### config.mk
export PLATFORM = sky130hd
export DESIGN_NAME = spi_mem_target
export DESIGN_NICKNAME = d
export VERILOG_FILES = /design/src/rtl/spi_mem_target.sv
export SDC_FILE = /design/constraint.sdc
export NUM_CORES = 1
export LEC_CHECK = 0
export ABC_AREA = 1
export BUFFER_PORTS_ARGS = -buffer_cell sky130_fd_sc_hd__buf_4
export CORE_AREA = 2 2 176 178
export CTS_CLUSTER_DIAMETER = 120
export DETAILED_ROUTE_END_ITERATION = 6
export DIE_AREA = 0 0 178 180
export GPL_ROUTABILITY_DRIVEN = 0
export PLACE_DENSITY = 0.65
export REMOVE_ABC_BUFFERS = 1
export SETUP_SLACK_MARGIN = 0.5
export SYNTH_ARGS = -nofsm -noshare
export SYNTH_HDL_FRONTEND = slang
export SYNTH_SLANG_ARGS = --single-unit
### constraint.sdc
create_clock -name clk -period 2.72 [get_ports clk]
set_input_delay 0.408 -clock clk [delete_from_list [all_inputs] [get_ports clk]]
set_output_delay 0.408 -clock clk [all_outputs]
set_load 0.03 [all_outputs]
### src/rtl/spi_mem_target.sv
// SPI target register file: deserialises LSB-first write/read frames from cs_n/mosi
// into a DEPTH x 8-bit memory and returns read data on miso after a ready pulse.
module spi_mem_target #(
  parameter int unsigned DEPTH = 32
) (
  input  logic clk,
  input  logic rst_n,
  input  logic cs_n,
  input  logic mosi,
  output logic miso,
  output logic ready,
  output logic op_done,
  output logic frame_err
);

  localparam int unsigned AW = (DEPTH > 1) ? $clog2(DEPTH) : 1;

  localparam logic [2:0] IDLE       = 3'd0;
  localparam logic [2:0] RECV       = 3'd1;
  localparam logic [2:0] EXEC       = 3'd2;
  localparam logic [2:0] RESP_READY = 3'd3;
  localparam logic [2:0] RESP_SHIFT = 3'd4;

  logic [2:0]  state;
  logic        cs_q;
  logic [4:0]  cnt;
  logic [16:0] frame;
  logic [7:0]  shreg;
  logic [3:0]  shcnt;
  logic [7:0]  mem [DEPTH];

  logic [7:0]  addr;
  logic [7:0]  data;
  logic        addr_ok;
  logic        capture;

  assign addr    = frame[8:1];
  assign data    = frame[16:9];
  assign addr_ok = ({24'd0, addr} < DEPTH);
  assign capture = ~cs_n & ~cs_q;

  always_ff @(posedge clk) begin
    if (!rst_n) begin
      state     <= IDLE;
      cs_q      <= 1'b1;
      cnt       <= '0;
      frame     <= '0;
      shreg     <= '0;
      shcnt     <= '0;
      miso      <= 1'b0;
      ready     <= 1'b0;
      op_done   <= 1'b0;
      frame_err <= 1'b0;
      for (int unsigned i = 0; i < DEPTH; i++) begin
        mem[i] <= '0;
      end
    end else begin
      cs_q      <= cs_n;
      ready     <= 1'b0;
      op_done   <= 1'b0;
      frame_err <= 1'b0;

      case (state)
        IDLE: begin
          if (!cs_n) begin
            state <= RECV;
            frame <= '0;
            cnt   <= '0;
            // With a one-cycle inter-frame gap the setup cycle falls in EXEC,
            // so the first data bit already arrives here.
            if (capture) begin
              frame[0] <= mosi;
              cnt      <= 5'd1;
            end
          end
        end

        RECV: begin
          if (cs_n) begin
            state <= EXEC;
          end else if (capture) begin
            if (cnt < 5'd17) frame[cnt] <= mosi;
            if (cnt < 5'd18) cnt <= cnt + 5'd1;
          end
        end

        EXEC: begin
          if (cnt == 5'd17 && frame[0]) begin
            if (addr_ok) mem[addr[AW-1:0]] <= data;
            op_done <= 1'b1;
            state   <= IDLE;
          end else if (cnt == 5'd9 && !frame[0]) begin
            shreg <= addr_ok ? mem[addr[AW-1:0]] : 8'h00;
            state <= RESP_READY;
          end else begin
            frame_err <= 1'b1;
            state     <= IDLE;
          end
        end

        RESP_READY: begin
          ready <= 1'b1;
          shcnt <= '0;
          state <= RESP_SHIFT;
        end

        RESP_SHIFT: begin
          if (shcnt < 4'd8) begin
            miso  <= shreg[0];
            shreg <= shreg >> 1;
            shcnt <= shcnt + 4'd1;
          end else begin
            miso  <= 1'b0;
            state <= IDLE;
          end
        end

        default: state <= IDLE;
      endcase
    end
  end

endmodule

==> report_table.html <==
<table>
<tr><th>Metric</th><th>Value</th></tr>
<tr><th colspan="2">Floorplanning</th></tr>
<tr><td>Standard-cell rows</td><td>64</td></tr>
<tr><td>Height of the chip</td><td>180 µm</td></tr>
<tr><td>Full die area</td><td>32000 µm²</td></tr>
<tr><td>Placeable Area</td><td>30200 µm²</td></tr>
<tr><td>Number of top-level design ports</td><td>8</td></tr>
<tr><td>Die Width</td><td>178 µm</td></tr>
<tr><td>Initial Util</td><td>46.1%</td></tr>
<tr><th colspan="2">Drt</th></tr>
<tr><td>Vias after detailed routing</td><td>10600</td></tr>
<tr><td>Via-per-instance ratio</td><td>5.44</td></tr>
<tr><td>Wire length reported by the detailed router</td><td>36.1 mm</td></tr>
<tr><td>Post-DRT Antenna Nets</td><td>0</td></tr>
<tr><td>Remaining routing DRC violations</td><td>0</td></tr>
<tr><td>Violation count after the first detailed-route iteration</td><td>1103</td></tr>
<tr><td>Routed length per instance</td><td>18.5 µm</td></tr>
<tr><td>Number of detailed-route iterations in the first pass</td><td>5</td></tr>
<tr><th colspan="2">Global route</th></tr>
<tr><td>Global route total overflow</td><td>0</td></tr>
<tr><td>First-pass GRT wire length</td><td>55.4 mm</td></tr>
<tr><td>Antenna violations before repair</td><td>0</td></tr>
<tr><td>Aggregate global-route resource usage</td><td>22.6%</td></tr>
<tr><td>Largest net degree at the start of global routing</td><td>81</td></tr>
<tr><td>Vias in the first global route</td><td>9931</td></tr>
<tr><th colspan="2">Synth</th></tr>
<tr><td>Number of instances in the synthesized netlist</td><td>1531</td></tr>
<tr><td>Synth top area share</td><td>55.2%</td></tr>
<tr><td>Ranking of synthesized cells by area</td><td>sky130_fd_sc_hd__edfxtp_1 (55%), sky130_fd_sc_hd__nand2_1 (11%), sky130_fd_sc_hd__nand3_1 (8.0%)</td></tr>
<tr><td>Post-synthesis sequential element count</td><td>303</td></tr>
<tr><td>Ys Warns</td><td>0</td></tr>
<tr><td>Mean post-synth cell area</td><td>9.09 µm²</td></tr>
<tr><td>Register area share after synthesis</td><td>62.0%</td></tr>
<tr><td>Cell taking the most area after synthesis</td><td>sky130_fd_sc_hd__edfxtp_1</td></tr>
<tr><td>Post-synth cell types</td><td>30</td></tr>
<tr><td>Synthesized area</td><td>13900 µm²</td></tr>
<tr><th colspan="2">Clocking</th></tr>
<tr><td>Clock buffers created by TritonCTS</td><td>31</td></tr>
<tr><td>Clock tree from TritonCTS</td><td>done</td></tr>
<tr><td>Post-CTS Hold Buffers</td><td>0</td></tr>
<tr><td>Clock input transition at the sequential cells of the worst setup and hold paths</td><td>0.06 ns</td></tr>
<tr><td>Root buffer selected by CTS</td><td>sky130_fd_sc_hd__clkbuf_16</td></tr>
<tr><td>Number of clock sinks</td><td>303</td></tr>
<tr><td>Clock network latency to the later pin of the worst-skew pair</td><td>0.58 ns</td></tr>
<tr><td>Number of buffers between clock root and the deepest sink</td><td>3</td></tr>
<tr><td>Max H-tree Level</td><td>1</td></tr>
<tr><th colspan="2">Job</th></tr>
<tr><td>Max Cap Violations</td><td>0</td></tr>
<tr><th colspan="2">Placement</th></tr>
<tr><td>DP Area</td><td>14500 µm²</td></tr>
<tr><td>HPWL after detailed placement</td><td>22.9 mm</td></tr>
<tr><td>I/O Buffers</td><td>7</td></tr>
<tr><td>Post-placement cell count</td><td>1888</td></tr>
<tr><th colspan="2">Power and ir drop</th></tr>
<tr><td>Power per Cell Area</td><td>666 nW/µm²</td></tr>
<tr><td>Peak ir drop on the vdd network</td><td>0.000551 V</td></tr>
<tr><td>Leakage Power</td><td>0.00582 µW</td></tr>
<tr><td>Design Power</td><td>10400 µW</td></tr>
<tr><th colspan="2">Timing</th></tr>
<tr><td>Actual slew at the worst max-slew pin</td><td>0.950 ns</td></tr>
<tr><td>Final setup vio count</td><td>0</td></tr>
<tr><td>Post-route worst hold slack</td><td>0.0728 ns</td></tr>
<tr><td>Unrepaired setup endpoints after global routing</td><td>no</td></tr>
<tr><td>Fin. Hold Viols</td><td>0</td></tr>
<tr><td>Fin crit share</td><td>77.6%</td></tr>
<tr><td>Timing-limited maximum frequency</td><td>474 MHz</td></tr>
<tr><td>Max-slew headroom at the worst pin</td><td>36.6%</td></tr>
<tr><td>Worst clock skew on the final layout</td><td>0.0193 ns</td></tr>
<tr><td>Final count of pins violating max slew</td><td>0</td></tr>
<tr><td>Minimum clock period after layout</td><td>2.11 ns</td></tr>
<tr><th colspan="2">Layout</th></tr>
<tr><td>Post-layout utilization of the core</td><td>51.8%</td></tr>
<tr><td>Fraction of final layout cells sized beyond drive strength 1</td><td>11.1%</td></tr>
<tr><td># nets final</td><td>1535</td></tr>
<tr><td>Final non-filler cell area</td><td>15600 µm²</td></tr>
<tr><td>Antenna cell count</td><td>0</td></tr>
<tr><td>Area delta synth-&gt;final</td><td>12.4%</td></tr>
<tr><td>Final Instance Count excl. Fillers</td><td>1947</td></tr>
<tr><th colspan="2">Critical path</th></tr>
<tr><td>Startpoint-to-endpoint class of the critical path</td><td>reg2reg</td></tr>
<tr><td>Maximum fanout count along the critical path</td><td>9</td></tr>
<tr><td>Sort of element at the end of the critical path</td><td>register</td></tr>
<tr><td>Req. time, crit path</td><td>2.98 ns</td></tr>
<tr><td>Arrival time at the worst endpoint</td><td>2.38 ns</td></tr>
<tr><td>Critical Path Source Type</td><td>register</td></tr>
<tr><th colspan="2">Hold path</th></tr>
<tr><td>Path class of the lowest-slack min-delay path</td><td>in2reg</td></tr>
<tr><th colspan="2">Outcome</th></tr>
<tr><td>Outcome</td><td>finished clean</td></tr>
</table>
repair_timing:
action / 4_1_cts / 5_1_grt
gates resized for setup: 21 / 28
buffers inserted: 1 / 0
pin swaps: 1 / 1
endpoints found under the setup margin: 200 / 276
final timing paths:
path,startpoint,endpoint,slack [ns],cells past startpoint
max reg2reg,cnt[1],mem[3][1],0.61,9
min reg2reg,shcnt[3],shcnt[3],0.46,2
max,cnt[1],mem[3][1],0.61,9
min,cs_n,cs_q,0.07,3
area by class of cell:
cell class | count | area (µm²)
Tap cell | 396 | 495
Timing Repair Buffer | 52 | 448
Sequential cell | 303 | 8630
Clock inverter | 17 | 149
Multi-Input combinational cell | 1075 | 4840
Clock buffer | 41 | 833
Fill cell | 2700 | 14500
Inverter | 63 | 238
layer usage:
layer	vias up	global-route usage, %	part of all wire [%]
met5	-	0	0
met3	80	3.13	7.5
met4	0	7.31	3.2
li1	5080	-	-
met2	426	37.1	48
met1	5001	31.0	41
cells by family after synthesis:
| group | after synthesis | share of synthesized area [%] |
|---|---|---|
| AOI/OAI and AO/OA | 76 | 2.96 |
| buffers and inverters | 153 | 4.30 |
| xor gates and xnor gates | 1 | 0.0630 |
| and+or+nand+nor | 993 | 30.2 |
| DFF | 303 | 62.0 |
| adders and majority gates | 5 | 0.450 |
where the power goes:
| group | internal, µW | switching (µW) | total, µW |
|---|---|---|---|
| Combinational | 293 | 741 | 1030 |
| Sequential | 5180 | 83.9 | 5260 |
| Clock | 2350 | 1770 | 4110 |
registers in the layout, summed over array words and instances (netlist names), named ones only:
register   flops
mem          256
frame         17
shreg          8
cnt            5
shcnt          4
state          3
cs_q           1
frame_err      1
miso           1
op_done        1
ready          1
critical path, stage by stage, from the launching register on:
cell and delay (ns):
sky130_fd_sc_hd__dfxtp_1 0.35, sky130_fd_sc_hd__inv_2 0.11, sky130_fd_sc_hd__ha_4 0.16, sky130_fd_sc_hd__nand4_1 0.13, sky130_fd_sc_hd__nor2_2 0.17, sky130_fd_sc_hd__nand2_4 0.14
sky130_fd_sc_hd__nor2_2 0.11, sky130_fd_sc_hd__buf_4 0.23, sky130_fd_sc_hd__nand2_2 0.16, sky130_fd_sc_hd__nand2_2 0.24
cells in the mapped netlist, drive strengths merged:
master / instances
nor3b: 2
nor3: 13
a21oi: 42
o21ai: 23
clkbuf: 65
a211oi: 5
nand2: 451
nor4: 1
edfxtp: 256
dfxtp: 47
and3: 1
inv: 63
o211ai: 4
buf: 25
nand3: 223
nand4: 2
ha: 5
xor2: 1
o211a: 1
o311ai: 1
nor2: 300
metrics by stage:
| step | setup slack (ns) | setup TNS (ns) |
|---|---|---|
| 2_1_floorplan | -2.83 | -22.37 |
| 3_3_place_gp | 0.392 | 0 |
| 3_5_place_dp | 0.321 | 0 |
| 4_1_cts | 0.438 | 0 |
| 5_1_grt | 0.499 | 0 |
| 6_report | 0.610 | 0 |
layout by cell type, fill, tap and decap left out, types with 3 or more instances in the layout:
| cell type | instances |
|---|---|
| sky130_fd_sc_hd__nand2_1 | 394 |
| sky130_fd_sc_hd__nor2_1 | 295 |
| sky130_fd_sc_hd__edfxtp_1 | 256 |
| sky130_fd_sc_hd__nand3_1 | 223 |
| sky130_fd_sc_hd__inv_1 | 58 |
| sky130_fd_sc_hd__buf_4 | 46 |
| sky130_fd_sc_hd__dfxtp_1 | 44 |
| sky130_fd_sc_hd__a21oi_1 | 42 |
| sky130_fd_sc_hd__nand2_2 | 38 |
| sky130_fd_sc_hd__clkbuf_16 | 31 |
| sky130_fd_sc_hd__o21ai_0 | 23 |
| sky130_fd_sc_hd__nand2_4 | 19 |
| sky130_fd_sc_hd__nor3_1 | 9 |
| sky130_fd_sc_hd__clkbuf_1 | 8 |
| sky130_fd_sc_hd__clkinv_2 | 7 |
| sky130_fd_sc_hd__clkinv_1 | 6 |
| sky130_fd_sc_hd__a211oi_1 | 5 |
| sky130_fd_sc_hd__inv_2 | 4 |
| sky130_fd_sc_hd__o211ai_1 | 4 |
| sky130_fd_sc_hd__ha_1 | 4 |
| sky130_fd_sc_hd__buf_12 | 4 |
| sky130_fd_sc_hd__nor2_2 | 3 |
No activity file was read; power rests on OpenSTA's default activity.
